===== src/rtl/vend_pkg.sv =====
// Shared constants for the vending sequencer: coin values/codes, price table, state encoding.
// Latency: n/a (package only).
// Backpressure: n/a (package only).
package vend_pkg;

  // Coin face values in cents
  localparam int unsigned COIN_5  = 5;
  localparam int unsigned COIN_10 = 10;
  localparam int unsigned COIN_25 = 25;

  // Codes presented on chg_coin
  localparam logic [1:0] CC_5  = 2'd0;
  localparam logic [1:0] CC_10 = 2'd1;
  localparam logic [1:0] CC_25 = 2'd2;

  typedef enum logic [1:0] {
    ST_IDLE   = 2'd0,
    ST_CREDIT = 2'd1,
    ST_VEND   = 2'd2,
    ST_CHANGE = 2'd3
  } vend_state_t;

  // Fixed price table, indexed by product number
  function automatic logic [7:0] price_of(input logic [1:0] idx);
    case (idx)
      2'd0:    price_of = 8'd25;
      2'd1:    price_of = 8'd50;
      2'd2:    price_of = 8'd75;
      default: price_of = 8'd100;
    endcase
  endfunction

endpackage


===== src/rtl/vend_sequencer_if.sv =====
// Bundles the coin/select inputs, dispenser handshakes and display outputs of the sequencer.
// Latency: n/a (wiring only); slave = sequencer, master = the surrounding machine.
// Backpressure: vend_req/chg_req held until their acks; VEND_REFUND_EN adds the cancel pulse.
interface vend_sequencer_if #(
  parameter int CREDIT_W = 8
);
  logic [2:0]          coin;
  logic [3:0]          select;
  logic                vend_ack;
  logic                chg_ack;
`ifdef VEND_REFUND_EN
  logic                cancel;
`endif
  logic [CREDIT_W-1:0] credit;
  logic [CREDIT_W-1:0] price;
  logic [3:0]          product;
  logic                vend_req;
  logic                chg_req;
  logic [1:0]          chg_coin;
  logic                coin_reject;
  logic                short_funds;
  logic                busy;

`ifdef VEND_REFUND_EN
  modport master (
    output coin, select, vend_ack, chg_ack, cancel,
    input  credit, price, product, vend_req, chg_req, chg_coin, coin_reject, short_funds, busy
  );
  modport slave (
    input  coin, select, vend_ack, chg_ack, cancel,
    output credit, price, product, vend_req, chg_req, chg_coin, coin_reject, short_funds, busy
  );
`else
  modport master (
    output coin, select, vend_ack, chg_ack,
    input  credit, price, product, vend_req, chg_req, chg_coin, coin_reject, short_funds, busy
  );
  modport slave (
    input  coin, select, vend_ack, chg_ack,
    output credit, price, product, vend_req, chg_req, chg_coin, coin_reject, short_funds, busy
  );
`endif

endinterface


===== src/rtl/vend_change_sel.sv =====
// Picks the largest change coin not exceeding the given credit (25, then 10, then 5).
// Latency: combinational.
// Backpressure: none; value is 0 when credit is below the smallest coin.
module vend_change_sel
  import vend_pkg::*;
#(
  parameter int CREDIT_W = 8
) (
  input  logic [CREDIT_W-1:0] credit,
  output logic [1:0]          chg_coin,
  output logic [CREDIT_W-1:0] chg_val
);

  // Greedy coin choice, largest denomination first
  always_comb begin
    chg_coin = CC_5;
    chg_val  = '0;
    if (credit >= CREDIT_W'(COIN_25)) begin
      chg_coin = CC_25;
      chg_val  = CREDIT_W'(COIN_25);
    end else if (credit >= CREDIT_W'(COIN_10)) begin
      chg_coin = CC_10;
      chg_val  = CREDIT_W'(COIN_10);
    end else if (credit >= CREDIT_W'(COIN_5)) begin
      chg_coin = CC_5;
      chg_val  = CREDIT_W'(COIN_5);
    end
  end

endmodule


===== src/rtl/vend_sequencer.sv =====
// Vending control FSM: coin credit, priced selection, vend handshake, coin-by-coin change.
// Latency: all outputs registered, 1 cycle after the causing input; busy decoded from state.
// Backpressure: vend_req/chg_req held until ack; coins rejected while busy. VEND_REFUND_EN adds cancel.
module vend_sequencer
  import vend_pkg::*;
#(
  parameter int CREDIT_W   = 8,
  parameter int MAX_CREDIT = 200
) (
  input  logic             clk,
  input  logic             reset,
  vend_sequencer_if.slave  bus
);

  vend_state_t         state;
  logic [CREDIT_W-1:0] credit_q;
  logic [CREDIT_W-1:0] price_q;
  logic [3:0]          product_q;
  logic                vend_req_q;
  logic                chg_req_q;
  logic [1:0]          chg_coin_q;
  logic [CREDIT_W-1:0] chg_val_q;
  logic                coin_reject_q;
  logic                short_funds_q;

  logic                open_st;
  logic                coin_one;
  logic                sel_one;
  logic                coin_ok;
  logic                cancel_hit;
  logic [CREDIT_W-1:0] coin_amt;
  logic [CREDIT_W:0]   coin_sum;
  logic [CREDIT_W-1:0] credit_post;
  logic [CREDIT_W-1:0] sel_price;
  logic [CREDIT_W-1:0] remain;
  logic [1:0]          base_coin;
  logic [CREDIT_W-1:0] base_val;

  assign open_st  = (state == ST_IDLE) || (state == ST_CREDIT);
  assign coin_one = $onehot(bus.coin);
  assign sel_one  = $onehot(bus.select);

`ifdef VEND_REFUND_EN
  assign cancel_hit = bus.cancel;
`else
  assign cancel_hit = 1'b0;
`endif

  // Face value of a single inserted coin (0 for none or several bits)
  always_comb begin
    coin_amt = '0;
    case (bus.coin)
      3'b001:  coin_amt = CREDIT_W'(COIN_5);
      3'b010:  coin_amt = CREDIT_W'(COIN_10);
      3'b100:  coin_amt = CREDIT_W'(COIN_25);
      default: coin_amt = '0;
    endcase
  end

  // One extra bit so the ceiling compare cannot wrap
  assign coin_sum    = {1'b0, credit_q} + {1'b0, coin_amt};
  assign coin_ok     = open_st && coin_one && (coin_sum <= (CREDIT_W+1)'(MAX_CREDIT));
  assign credit_post = coin_ok ? coin_sum[CREDIT_W-1:0] : credit_q;

  // Price of the selected product (only meaningful for a one-hot select)
  always_comb begin
    sel_price = '0;
    case (bus.select)
      4'b0001: sel_price = CREDIT_W'(price_of(2'd0));
      4'b0010: sel_price = CREDIT_W'(price_of(2'd1));
      4'b0100: sel_price = CREDIT_W'(price_of(2'd2));
      4'b1000: sel_price = CREDIT_W'(price_of(2'd3));
      default: sel_price = '0;
    endcase
  end

  // Credit left after this cycle's settlement; drives the next change coin choice
  always_comb begin
    case (state)
      ST_CREDIT: remain = credit_post;
      ST_VEND:   remain = credit_q - price_q;
      ST_CHANGE: remain = credit_q - chg_val_q;
      default:   remain = credit_q;
    endcase
  end

  vend_change_sel #(.CREDIT_W(CREDIT_W)) u_change_sel (
    .credit   (remain),
    .chg_coin (base_coin),
    .chg_val  (base_val)
  );

  // Main FSM with registered outputs
  always_ff @(posedge clk) begin
    if (reset) begin
      state         <= ST_IDLE;
      credit_q      <= '0;
      price_q       <= '0;
      product_q     <= '0;
      vend_req_q    <= 1'b0;
      chg_req_q     <= 1'b0;
      chg_coin_q    <= '0;
      chg_val_q     <= '0;
      coin_reject_q <= 1'b0;
      short_funds_q <= 1'b0;
    end else begin
      coin_reject_q <= (bus.coin != 3'b000) && !coin_ok;
      short_funds_q <= 1'b0;
      case (state)
        ST_IDLE: begin
          if (coin_ok) begin
            credit_q <= credit_post;
            state    <= ST_CREDIT;
          end
        end
        ST_CREDIT: begin
          credit_q <= credit_post;
          if (cancel_hit) begin
            chg_req_q  <= 1'b1;
            chg_coin_q <= base_coin;
            chg_val_q  <= base_val;
            state      <= ST_CHANGE;
          end else if (sel_one) begin
            price_q <= sel_price;
            if (credit_post >= sel_price) begin
              product_q  <= bus.select;
              vend_req_q <= 1'b1;
              state      <= ST_VEND;
            end else begin
              short_funds_q <= 1'b1;
            end
          end
        end
        ST_VEND: begin
          if (bus.vend_ack) begin
            credit_q   <= remain;
            product_q  <= '0;
            vend_req_q <= 1'b0;
            if (remain != '0) begin
              chg_req_q  <= 1'b1;
              chg_coin_q <= base_coin;
              chg_val_q  <= base_val;
              state      <= ST_CHANGE;
            end else begin
              price_q <= '0;
              state   <= ST_IDLE;
            end
          end
        end
        ST_CHANGE: begin
          if (bus.chg_ack) begin
            credit_q <= remain;
            if (remain == '0) begin
              chg_req_q <= 1'b0;
              price_q   <= '0;
              state     <= ST_IDLE;
            end else begin
              chg_coin_q <= base_coin;
              chg_val_q  <= base_val;
            end
          end
        end
        default: state <= ST_IDLE;
      endcase
    end
  end

  assign bus.credit      = credit_q;
  assign bus.price       = price_q;
  assign bus.product     = product_q;
  assign bus.vend_req    = vend_req_q;
  assign bus.chg_req     = chg_req_q;
  assign bus.chg_coin    = chg_coin_q;
  assign bus.coin_reject = coin_reject_q;
  assign bus.short_funds = short_funds_q;
  assign bus.busy        = (state == ST_VEND) || (state == ST_CHANGE);

endmodule

===== src/flat_wrapper.sv =====
// flat-port wrapper written by rule: the top's interface ports become plain ports
module vend_sequencer_flat import vend_pkg::*;
#(
  parameter int CREDIT_W   = 8,
  parameter int MAX_CREDIT = 200
)
  (clk, reset, bus_coin, bus_select, bus_vend_ack, bus_chg_ack, bus_credit, bus_price, bus_product, bus_vend_req, bus_chg_req, bus_chg_coin, bus_coin_reject, bus_short_funds, bus_busy);
  vend_sequencer_if #(.CREDIT_W(CREDIT_W)) bus_i ();
  input  logic clk;
  input  logic reset;
  input wire logic [$bits(bus_i.coin)-1:0] bus_coin;
  input wire logic [$bits(bus_i.select)-1:0] bus_select;
  input wire logic [$bits(bus_i.vend_ack)-1:0] bus_vend_ack;
  input wire logic [$bits(bus_i.chg_ack)-1:0] bus_chg_ack;
  output wire logic [$bits(bus_i.credit)-1:0] bus_credit;
  output wire logic [$bits(bus_i.price)-1:0] bus_price;
  output wire logic [$bits(bus_i.product)-1:0] bus_product;
  output wire logic [$bits(bus_i.vend_req)-1:0] bus_vend_req;
  output wire logic [$bits(bus_i.chg_req)-1:0] bus_chg_req;
  output wire logic [$bits(bus_i.chg_coin)-1:0] bus_chg_coin;
  output wire logic [$bits(bus_i.coin_reject)-1:0] bus_coin_reject;
  output wire logic [$bits(bus_i.short_funds)-1:0] bus_short_funds;
  output wire logic [$bits(bus_i.busy)-1:0] bus_busy;
  assign bus_i.coin = bus_coin;
  assign bus_i.select = bus_select;
  assign bus_i.vend_ack = bus_vend_ack;
  assign bus_i.chg_ack = bus_chg_ack;
  assign bus_credit = bus_i.credit;
  assign bus_price = bus_i.price;
  assign bus_product = bus_i.product;
  assign bus_vend_req = bus_i.vend_req;
  assign bus_chg_req = bus_i.chg_req;
  assign bus_chg_coin = bus_i.chg_coin;
  assign bus_coin_reject = bus_i.coin_reject;
  assign bus_short_funds = bus_i.short_funds;
  assign bus_busy = bus_i.busy;
  vend_sequencer #(.CREDIT_W(CREDIT_W), .MAX_CREDIT(MAX_CREDIT)) u_core (.clk(clk), .reset(reset), .bus(bus_i));
endmodule

===== config.mk =====
export PLATFORM = sky130hd
export DESIGN_NAME = vend_sequencer_flat
export DESIGN_NICKNAME = d
export VERILOG_FILES = /design/src/rtl/vend_pkg.sv /design/src/rtl/vend_sequencer_if.sv /design/src/rtl/vend_change_sel.sv /design/src/rtl/vend_sequencer.sv /design/src/flat_wrapper.sv
export SDC_FILE = /design/constraint.sdc
export NUM_CORES = 1
export LEC_CHECK = 0
export ABC_CLOCK_PERIOD_IN_PS = 5300
export CAP_MARGIN = 10
export CORE_MARGIN = 1.5
export CORE_UTILIZATION = 29
export CTS_BUF_LIST = sky130_fd_sc_hd__clkbuf_2 sky130_fd_sc_hd__clkbuf_4 sky130_fd_sc_hd__clkbuf_8
export DETAILED_ROUTE_END_ITERATION = 7
export GPL_TIMING_DRIVEN = 1
export HOLD_SLACK_MARGIN = 0.08
export PLACE_DENSITY_LB_ADDON = 0.15
export SYNTH_ARGS = -nofsm -noshare
export SYNTH_HDL_FRONTEND = slang
export SYNTH_SLANG_ARGS = --single-unit

===== constraint.sdc =====
create_clock -name clk -period 5.3 [get_ports clk]
set_clock_uncertainty 0.05 [all_clocks]
set_input_delay 0.53 -clock clk [delete_from_list [all_inputs] [get_ports clk]]
set_output_delay 0.53 -clock clk [all_outputs]
set_load 0.01 [all_outputs]

==> metrics.csv <==
stage,metric,value,unit
synthesis,synth.avg_cell_area,8.44,µm²
critical_path,cpPeakStageDelay,0.38,ns
grt,grt_max_degree,32,
critical_path,cpMostUsedCell,a21o_1,
timing,maxSlewHeadroom,34.0,%
synthesis,synthFlopType,dfxtp_1,
timing,worst_pin_slew,0.988,ns
die,core-area,9730,µm²
power,combPwrFrac,64.2,%
timing,finalCriticalPeriod,4.85,ns
critical_path,r2r_slack,0.72,ns
finish,area_growth,27.1,%
finish,fill_cells,1030,
timing,setup_viol,0,
placed_design,gp_congestion,0.817,
timing,fin_tns_setup,0,ns
clocking,cts_tree,built,
detailed_routing,wl,8470,µm
synthesis,synthTopCellsByArea,"dfxtp_1 20%, ha_1 12%, nand2_1 3.9%, a21oi_1 3.1%, inv_1 3.0%",
placed_design,dp_hpwl,6690,µm
critical_path,r2r_cells,20,
placed_design,place_area,3540,µm²
power,ir_worst_vdd,167,µV
timing,max_clock_freq,206,MHz
power,switching_share,46.4,%
synthesis,yosysTopAreaCell,dfxtp_1,
power,power.density,391,nW/µm²
finish,regArea,581,µm²
critical_path,reg2reg_from,u_core.bus.credit[0],
detailed_routing,firstDrtPassIters,5,
critical_path,endpoint,u_core.bus.product[3],
finish,multi_input_area,2160,µm²
grt,grt_usage,17.0,%
flow_run,cap_violations,0,
power,p_sw,0.669,mW
grt,overflow,0,
placed_design,portBuffers,36,
power,internal_power,0.773,mW
detailed_routing,drc,0,
clocking,clockBufferDepth,2,
status,status,finished clean,
finish,fin_cells,533,
die,start_util,29.8,%
synthesis,ys_types,81,
clocking,clkSinkCount,29,
die,top_level_ports,38,
synthesis,post-synth-top-count-cell,nand2_1,
timing,rsz0062_at_grt,false,
grt,antenna_found_initial,0,
power,clockPowerShare,14.4,%
clocking,htree_levels,2,
finish,drive_above_1_share,18.3,%
synthesis,ys_ff_latch,29,
clocking,cts_buffers,5,
critical_path,worstSetupPathType,primary input to register,
critical_path,path_depth,24,
die,die_w,103,µm
synthesis,synth_async_sr_flop_share,0,%
synthesis,syn-cell-area,2900,µm²
detailed_routing,antenna_left,0,
detailed_routing,drt_iter0_markers,133,
synthesis,synth_common_cells,"30 x nand2_1, 29 x dfxtp_1, 28 x ha_1, 23 x inv_1, 23 x nor2_1",
min_path,min_path_cells,2,
detailed_routing,vias,2736,
clocking,cts_root_buffer,clkbuf_8,
grt,grt_pass1_vias,2756,
critical_path,reg2reg_to,u_core.bus.product[3],
critical_path,cp.arrival,4.99,ns
synthesis,syn_inst,344,
critical_path,crit_start,bus_coin[0],
grt,grt_pass1_wl,13900,µm
timing,hold_violations,0,
synthesis,synth_edf_count,0,
min_path,hold_path_class,register to register,
die,die_height,103,µm
critical_path,path_delay_family,compound AO/OA/AOI/OAI gates,
synthesis,synth_top_cell_area_share,20.0,%
critical_path,slowest_stage,fa_1,
die,row_count,36,
critical_path,worstPathRequired,5.44,ns
synthesis,ys_seq_area_share,20.0,%
power,p_seq_share,21.4,%
finish,insertedDiodeCount,0,
die,dieArea,10600,µm²
critical_path,critPathMaxFanout,5,
finish,finish.instance_area,3690,µm²
clocking,clk_latency,0.28,ns
critical_path,cp_num_buf_inv,4,
critical_path,cp-end-kind,register,
finish,nets,442,
timing,slew_violations,0,
timing,fin_crit_sh,91.6,%
placed_design,dp.cells,523,
timing,hold_ws,0.392,ns
critical_path,cp_cell_sequence,dlymetal6s2s_1 > inv_1 > nor3_2 > or2_2 > ha_1 > inv_1 > fa_1 > and2b_2 > o2111ai_2 > a21o_1 > a21o_1 > o21ai_2 > mux2i_1 > ha_1 > nand2b_1 > a21o_1 > a21o_1 > a21o_1 > a21o_1 > a21o_1 > a2111oi_4 > buf_4 > o31ai_1 > a21oi_1,
clocking,clkSlewWorstSetupHoldPaths,0.07,ns
detailed_routing,wl_per_cell,15.9,µm
detailed_routing,drt-vias-per-instance,5.13,
critical_path,startpoint_type,primary input,
synthesis,ys.warnings.count,0,
power,power_leakage,1.47,nW
synthesis,synth_nets,387,
[worst min path at each step]
stage	from	endpoint	slack [ns]
4_1_cts	u_core.chg_val_q[3]	u_core.chg_val_q[3]	0.40
3_3_place_gp	u_core.chg_val_q[3]	u_core.chg_val_q[3]	0.38
6_report	u_core.chg_val_q[3]	u_core.chg_val_q[3]	0.39
3_5_place_dp	u_core.chg_val_q[3]	u_core.chg_val_q[3]	0.38
2_1_floorplan	u_core.chg_val_q[3]	u_core.chg_val_q[3]	0.37
5_1_grt	u_core.chg_val_q[3]	u_core.chg_val_q[3]	0.41
[flip-flops by register name, indices dropped and copies added (netlist names)]
register and flops:
u_core.bus.chg_req 1, u_core.chg_val_q 3, u_core.state 2, u_core.bus.product 4, u_core.bus.vend_req 1, u_core.bus.chg_coin 2
u_core.bus.price 6, u_core.bus.short_funds 1, u_core.bus.coin_reject 1, u_core.bus.credit 8
[power groups by stage]
stage	registers, mW	clock network, mW	logic [mW]
after CTS	0.309	0.213	0.917
after detailed placement	0.314	0	0.911
after global routing	0.316	0.223	1.03
final	0.308	0.208	0.927
after floorplan	0.299	0	0.639
after global placement	0.313	0	0.908
[cells by family after synthesis]
| group | Yosys count | share of synthesized area, % |
|---|---|---|
| muxes | 9 | 3.19 |
| AOI/OAI and AO/OA | 120 | 35.1 |
| other | 1 | 0.129 |
| xor gates and xnor gates | 9 | 2.71 |
| DFF | 29 | 20.0 |
| and+or+nand+nor | 103 | 17.9 |
| buffers and inverters | 41 | 6.16 |
| adders and majority gates | 32 | 14.8 |
[per-layer routing]
metal  vias up  global-route usage (%)  wire length (µm)
met5         -                       0                 0
met1      1276                    23.5              4260
met4         0                    4.05                63
met2        58                    27.4              3790
met3         8                    2.98               349
li1       1394                       -                 -
[area by class of cell]
cell class / count / area share (%)
clock inverter: 1 / 0.136
sequential: 29 / 15.7
multi-input combinational: 274 / 58.6
inverter: 24 / 2.44
clock buffer: 7 / 2.61
timing repair buffer: 65 / 16.0
tap: 133 / 4.51
[metrics by stage]
step           utilization [%]  power, mW  setup slack (ns)
2_1_floorplan                -      0.938             0.252
3_3_place_gp              36.4       1.22            -0.199
3_5_place_dp              36.4       1.22            -0.314
4_1_cts                   37.5       1.44           0.00672
5_1_grt                   37.9       1.57             0.164
6_report                  37.9       1.44             0.447
[what timing repair did]
| action | CTS | global route |
|---|---|---|
| hold endpoints to repair | 0 | 0 |
| hold buffers | 0 | 0 |
| resized for setup | 2 | 7 |
| setup buffers | 0 | 2 |
| pin swaps | 0 | 6 |
| setup endpoints to repair | 6 | 8 |
[cell usage in the layout, fill, tap and decap left out, types with 9 or more instances in the layout]
cell type	Yosys	routed
clkdlybuf4s50_1	0	33
nand2_1	30	30
dfxtp_1	29	29
ha_1	28	28
buf_4	4	28
inv_1	23	23
nor2_1	23	23
a21oi_1	18	18
o21ai_0	15	14
nand3_1	10	10
a21o_1	9	9
[tightest hold or removal path, delay by kind of cell, from the launching register on]
family,cells,cell delay [ns]
flip-flops,1,0.31
buffers and inverters,1,0.04
AO/OA/AOI/OAI,1,0.04
No activity file was read; power rests on OpenSTA's default activity.
